--- src/rtl/regfile_wb_scheduler_pkg.sv ---
// Shared definitions for the register-file writeback scheduler: register file
// geometry and the select encoding for the write-port multiplexer.
package regfile_wb_scheduler_pkg;

    localparam int REG_ADDR_W = 5;
    localparam int XLEN       = 32;
    localparam int NUM_REGS   = 32;

    // Which requester currently owns the register-file write port.
    typedef enum logic [1:0] {
        SRC_NONE  = 2'd0,
        SRC_ISSUE = 2'd1,
        SRC_WB0   = 2'd2,
        SRC_WB1   = 2'd3
    } wb_src_t;

endpackage

--- src/rtl/regfile_wb_scheduler_rr_arbiter2.sv ---
// Two-way round-robin arbiter. Grants are combinational; the remembered
// winner only flips when a grant is actually issued, so an idle cycle does
// not disturb fairness.
module rr_arbiter2 (
    input  logic i_clk,
    input  logic i_rst,
    input  logic i_req0,
    input  logic i_req1,
    output logic o_gnt0,
    output logic o_gnt1
);

    // 1 means unit 1 won most recently, so unit 0 wins the first contention.
    logic r_last_grant;
    logic w_gnt0;
    logic w_gnt1;

    // Single requester wins outright; on contention the previous loser wins.
    always_comb begin
        w_gnt0 = i_req0 && (!i_req1 || r_last_grant);
        w_gnt1 = i_req1 && !w_gnt0;
    end

    assign o_gnt0 = w_gnt0;
    assign o_gnt1 = w_gnt1;

    // Remember the winner of every granted cycle.
    always_ff @(posedge i_clk or posedge i_rst) begin
        if (i_rst) begin
            r_last_grant <= 1'b1;
        end else if (w_gnt0 || w_gnt1) begin
            r_last_grant <= w_gnt1;
        end
    end

endmodule

--- src/rtl/regfile_wb_scheduler.sv ---
// Register-file writeback scheduler. Owns the single write port, tracks which
// registers still await a long-latency result, stalls issue on RAW/WAW
// hazards and shares the port between the two long-latency units.
module regfile_wb_scheduler
    import regfile_wb_scheduler_pkg::*;
#(
    parameter int MAX_PENDING = 4,
    parameter int CNT_W       = 3
) (
    input  logic                  clock,
    input  logic                  reset,
    input  logic                  issue_valid,
    input  logic [REG_ADDR_W-1:0] issue_rs1,
    input  logic [REG_ADDR_W-1:0] issue_rs2,
    input  logic [REG_ADDR_W-1:0] issue_rd,
    input  logic                  issue_rd_we,
    input  logic                  issue_long,
    input  logic [XLEN-1:0]       issue_data,
    output logic                  issue_ready,
    input  logic                  wb0_valid,
    input  logic [REG_ADDR_W-1:0] wb0_rd,
    input  logic [XLEN-1:0]       wb0_data,
    output logic                  wb0_grant,
    input  logic                  wb1_valid,
    input  logic [REG_ADDR_W-1:0] wb1_rd,
    input  logic [XLEN-1:0]       wb1_data,
    output logic                  wb1_grant,
    output logic                  rf_write_enable,
    output logic [REG_ADDR_W-1:0] rf_rd_address,
    output logic [XLEN-1:0]       rf_rd_data,
    output logic [CNT_W-1:0]      pending_count,
    output logic                  protocol_error
);

    localparam logic [CNT_W-1:0] PEND_MAX = CNT_W'(MAX_PENDING);

    logic [NUM_REGS-1:0]   r_busy;
    logic [CNT_W-1:0]      r_pend_cnt;
    logic                  r_err;

    logic                  w_gnt0;
    logic                  w_gnt1;
    logic                  w_gnt_any;
    logic [REG_ADDR_W-1:0] w_gnt_rd;
    logic                  w_gnt_rd_busy;
    logic                  w_stall;
    logic                  w_ready;
    logic                  w_short_wr;
    logic                  w_long_set;
    logic                  w_clr;
    logic [NUM_REGS-1:0]   w_set_mask;
    logic [NUM_REGS-1:0]   w_clr_mask;
    wb_src_t               w_src;

    // Requests are masked during reset so nothing is granted while state is
    // being cleared; the units drop their in-flight results anyway.
    rr_arbiter2 u_arb (
        .i_clk  (clock),
        .i_rst  (reset),
        .i_req0 (wb0_valid && !reset),
        .i_req1 (wb1_valid && !reset),
        .o_gnt0 (w_gnt0),
        .o_gnt1 (w_gnt1)
    );

    // Hazard detection against the registered scoreboard only; a completion
    // clearing a register this cycle does not release a dependent issue
    // until the next cycle.
    always_comb begin
        w_gnt_any     = w_gnt0 || w_gnt1;
        w_gnt_rd      = w_gnt1 ? wb1_rd : wb0_rd;
        w_gnt_rd_busy = r_busy[w_gnt_rd];
        w_stall = r_busy[issue_rs1] || r_busy[issue_rs2]
               || (issue_rd_we && r_busy[issue_rd])
               || (issue_long && issue_rd_we && (issue_rd != '0) && (r_pend_cnt == PEND_MAX))
               || ((wb0_valid || wb1_valid) && issue_rd_we && !issue_long);
        w_ready    = issue_valid && !w_stall && !reset;
        w_short_wr = w_ready && issue_rd_we && !issue_long && (issue_rd != '0);
        w_long_set = w_ready && issue_rd_we && issue_long && (issue_rd != '0);
        w_clr      = w_gnt_any && w_gnt_rd_busy;
    end

    // Scoreboard masks; x0 is never allowed to become busy.
    always_comb begin
        w_set_mask = '0;
        w_clr_mask = '0;
        if (w_long_set) begin
            w_set_mask = NUM_REGS'(1) << issue_rd;
        end
        if (w_clr) begin
            w_clr_mask = NUM_REGS'(1) << w_gnt_rd;
        end
        w_set_mask[0] = 1'b0;
    end

    // Write-port source selection: completions first, then short issue writes.
    always_comb begin
        w_src = SRC_NONE;
        if (w_gnt0) begin
            w_src = SRC_WB0;
        end else if (w_gnt1) begin
            w_src = SRC_WB1;
        end else if (w_short_wr) begin
            w_src = SRC_ISSUE;
        end
    end

    // Drive the register-file port from the selected source.
    always_comb begin
        rf_write_enable = 1'b0;
        rf_rd_address   = '0;
        rf_rd_data      = '0;
        case (w_src)
            SRC_WB0: begin
                rf_write_enable = 1'b1;
                rf_rd_address   = wb0_rd;
                rf_rd_data      = wb0_data;
            end
            SRC_WB1: begin
                rf_write_enable = 1'b1;
                rf_rd_address   = wb1_rd;
                rf_rd_data      = wb1_data;
            end
            SRC_ISSUE: begin
                rf_write_enable = 1'b1;
                rf_rd_address   = issue_rd;
                rf_rd_data      = issue_data;
            end
            default: begin
                rf_write_enable = 1'b0;
            end
        endcase
    end

    // Busy bits: a set and a clear never target the same valid entry because
    // issue stalls on busy[rd].
    always_ff @(posedge clock or posedge reset) begin
        if (reset) begin
            r_busy <= '0;
        end else begin
            r_busy <= (r_busy & ~w_clr_mask) | w_set_mask;
        end
    end

    // Outstanding long-write counter; simultaneous set and clear cancel out.
    always_ff @(posedge clock or posedge reset) begin
        if (reset) begin
            r_pend_cnt <= '0;
        end else begin
            case ({w_long_set, w_clr})
                2'b10:   r_pend_cnt <= r_pend_cnt + CNT_W'(1);
                2'b01:   r_pend_cnt <= r_pend_cnt - CNT_W'(1);
                default: r_pend_cnt <= r_pend_cnt;
            endcase
        end
    end

    // Sticky error: a completion for a register nobody was waiting on.
    always_ff @(posedge clock or posedge reset) begin
        if (reset) begin
            r_err <= 1'b0;
        end else if (w_gnt_any && !w_gnt_rd_busy) begin
            r_err <= 1'b1;
        end
    end

    assign issue_ready    = w_ready;
    assign wb0_grant      = w_gnt0;
    assign wb1_grant      = w_gnt1;
    assign pending_count  = r_pend_cnt;
    assign protocol_error = r_err;

endmodule

--- config.mk ---
export PLATFORM = sky130hd
export DESIGN_NAME = regfile_wb_scheduler
export DESIGN_NICKNAME = d
export VERILOG_FILES = /design/src/rtl/regfile_wb_scheduler_pkg.sv /design/src/rtl/regfile_wb_scheduler_rr_arbiter2.sv /design/src/rtl/regfile_wb_scheduler.sv
export SDC_FILE = /design/constraint.sdc
export NUM_CORES = 1
export LEC_CHECK = 0
export CORE_ASPECT_RATIO = 1.5
export CORE_MARGIN = 4
export CORE_UTILIZATION = 30
export DETAILED_ROUTE_END_ITERATION = 10
export PLACE_DENSITY_LB_ADDON = 0.05
export SLEW_MARGIN = 20
export SYNTH_ARGS = -nofsm -noshare
export SYNTH_HDL_FRONTEND = slang
export SYNTH_SLANG_ARGS = --single-unit
--- constraint.sdc ---
create_clock -name clock -period 11.1 [get_ports clock]
set_clock_uncertainty 0.05 [all_clocks]
set_input_delay 2.22 -clock clock [delete_from_list [all_inputs] [get_ports clock]]
set_output_delay 2.22 -clock clock [all_outputs]
set_load 0.02 [all_outputs]
==> results.py <==
metrics = {
    "outcome": {
        "status": "complete, no violations",
    },
    "place": {
        "io_buffers": 172,
        "placed_area_sq_um": 5669,
        "dp_hpwl_um": 14300,
        "place.gp.congestion": 1.004,
    },
    "route": {
        "drtIter0Drc": 293,
        "ant_nets": 0,
        "wl_per_cell_um": 24.23,
        "vias": 4505,
        "route.detailed.drc": 0,
        "wirelength_um": 17980,
        "detail_route.first_pass.iterations": 5,
        "via_per_inst": 6.071,
    },
    "grt": {
        "use_met1": 0.2601,
        "antenna_found_initial": 0,
        "grt_pass1_wl_um": 27390,
        "grt_busiest_layer": "met2",
        "grt_max_degree": 44,
        "grt_overflow_total": 0,
        "grtUsageMet2": 0.4034,
        "grt_usage": 0.2425,
        "grt_pass1_vias": 4830,
        "use_met3": 0.07506,
    },
    "die": {
        "initial_core_util": 0.3076,
        "io_pins": 173,
        "dieArea_sq_um": 14740,
        "dieWidth_um": 100.5,
        "fp.dieH_um": 146.7,
        "coreArea_sq_um": 12510,
        "core.rowCount": 50,
    },
    "setup_path": {
        "cp_max_fo": 38,
        "r2r_slack_ns": 6.76,
        "r2r-start": "u_arb.r_last_grant",
        "cp.arrival_ns": 6.22,
        "rr_worst_depth": 14,
        "cp.required_ns": 8.83,
        "path_class": "input pin to primary output",
        "crit_end": "rf_rd_address[0]",
        "r2r-end": "pending_count[2]",
        "startpoint_type": "input pin",
        "crit_path_end_kind": "primary output",
        "crit_start": "issue_rd[0]",
    },
    "timing": {
        "rsz0062_at_grt": "no",
        "period_minus_slack_ns": 8.493,
        "period_share": 0.7652,
        "worst_pin_slew_ns": 0.9886,
        "hold_ws_ns": 0.4130,
        "finalHoldViolations": 0,
        "fin_setup_tns_ns": 0,
        "max_freq_mhz": 117.7,
        "max_slew_margin": 0.3221,
        "slew_violations": 0,
        "setup_violations": 0,
    },
    "yosys": {
        "syn_area_per_cell_sq_um": 8.888,
        "syn-num-nets": 563,
        "synth_area_leaders": "dfrtp_1 (23%), mux4_2 (14%), a22o_1 (7.7%)",
        "synth_top_area_frac": 0.2341,
        "yosys_warnings": 0,
        "synthCells": 433,
        "synth_seq_cells": 37,
        "synth_edf_count": 0,
        "synth_area_leader_cell": "dfrtp_1",
        "synth-seq-area-share": 0.2409,
        "syn-cell-area_sq_um": 3849,
        "synth.distinct_cells": 55,
        "synthArstFlopShare": 1.000,
        "synthFlopType": "dfrtp_1",
        "synthTopCellsByCount": "a21o_1 (36), dfrtp_1 (36), a22o_1 (34), nand2_1 (31), o31ai_1 (31)",
    },
    "finish": {
        "fin_util": 0.4685,
        "fin_nets": 714,
        "n_fill_cell": 1255,
        "syn2layout_area_growth_pct": 52.31,
        "fin_area_sq_um": 5862,
        "drive_above_1_share": 0.08718,
    },
    "pwr": {
        "vdd_drop_max_v": 0.00005547,
        "p_per_area_nw_per_um2": 104.8,
        "p_leak_nw": 2.443,
    },
    "clock_network": {
        "cts_tree": "built",
        "cts_root_buf": "clkbuf_16",
        "clk_latency_ns": 0.29,
        "cts_hold_buf": 0,
        "clk_pin_slew_worst_paths_ns": 0.06,
        "cts_buffers": 5,
        "clockBufferDepth": 2,
        "cts_setup_buffers": 0,
        "htreeDepth": 2,
        "cts-resized-gates": 0,
        "cts.sinks": 37,
    },
    "flow_run": {
        "maxCapViolations": 0,
    },
    "worst_hold_path": {
        "hold_path.class": "register to register",
    },
}
==> registers in the layout, summed over array words and instances, names as in the netlist <==
| signal | cells |
|---|---|
| u_arb.r_last_grant | 1 |
| protocol_error | 1 |
| pending_count | 3 |
| r_busy | 32 |
==> worst max-delay path, stage by stage <==
cell and delay (ns):
clkdlybuf4s50_1 0.96, mux4_2 0.59, mux2_2 0.28, o221ai_1 0.18, o21ai_1 0.12, nor2_1 0.33
nor4b_4 0.27, buf_4 0.40, a221o_1 0.22, clkdlybuf4s50_1 0.63
==> layout make-up <==
type                       count  area, sq um  area share
inverter                      24        92.59     0.01580
antenna                        1        2.502   0.0004269
multi-input combinational    340         2703      0.4610
tap                          156        195.2     0.03330
clock inverter                 3        65.06     0.01110
sequential                    37        927.1      0.1582
timing repair buffer         176         1752      0.2988
clock buffer                   5        125.1     0.02134
==> where the power goes <==
group	internal (mW)	switching [mW]	leakage [nW]
combinational	0.129	0.123	1.87
sequential	0.152	0.0270	0.479
clock	0.128	0.0563	0.0938
==> through the flow <==
| stage | setup slack [ns] | instances | power [mW] |
|---|---|---|---|
| floorplan | 3.809 | 433 | 0.3047 |
| global placement | 2.609 | 733 | 0.4283 |
| detailed placement | 2.586 | 733 | 0.4304 |
| CTS | 2.566 | 741 | 0.6165 |
| global route | 2.221 | 741 | 0.6402 |
| finish | 2.607 | 742 | 0.6143 |
==> routing by layer <==
metal | part of all wire | wire [um] | up-vias
met3 | 0.11 | 2058 | 74
met5 | 0 | 0 | -
met2 | 0.48 | 8553 | 327
li1 | - | - | 1995
met1 | 0.34 | 6151 | 2109
met4 | 0.068 | 1218 | 0
==> worst min-delay path by stage <==
stage,start,endpoint,slack (ns),cells after the start
floorplan,u_arb.r_last_grant,u_arb.r_last_grant,0.45,2
global placement,protocol_error,protocol_error,0.40,1
detailed placement,protocol_error,protocol_error,0.40,1
CTS,protocol_error,protocol_error,0.42,1
global route,protocol_error,protocol_error,0.44,1
finish,protocol_error,protocol_error,0.41,1
==> cells in the final DEF (no fill, tap or decap), types with 20 or more instances in the layout <==
cell type | Yosys | layout
nor2_1 | 20 | 20
mux4_2 | 24 | 24
o21ai_0 | 23 | 23
nand2_1 | 31 | 31
a22o_1 | 34 | 34
clkdlybuf4s50_1 | 0 | 172
dfrtp_1 | 36 | 36
inv_1 | 23 | 23
a21o_1 | 36 | 36
o31ai_1 | 31 | 31
==> logic make-up (layout without fill, tap and decap cells) <==
group                    after synthesis  count (layout)  share of synthesized area
AO/OA/AOI/OAI                        191             191                     0.3592
flip-flops                            37              37                     0.2409
buffers and inverters                 56             208                    0.06242
XOR/XNOR                               3               3                   0.006828
other                                  0               1                          0
adder cells (fa/ha/maj)                2               2                   0.008452
AND/OR/NAND/NOR                      104             104                     0.1388
multiplexers                          40              40                     0.1834
Note: power is estimated with default switching activity, not from simulation.
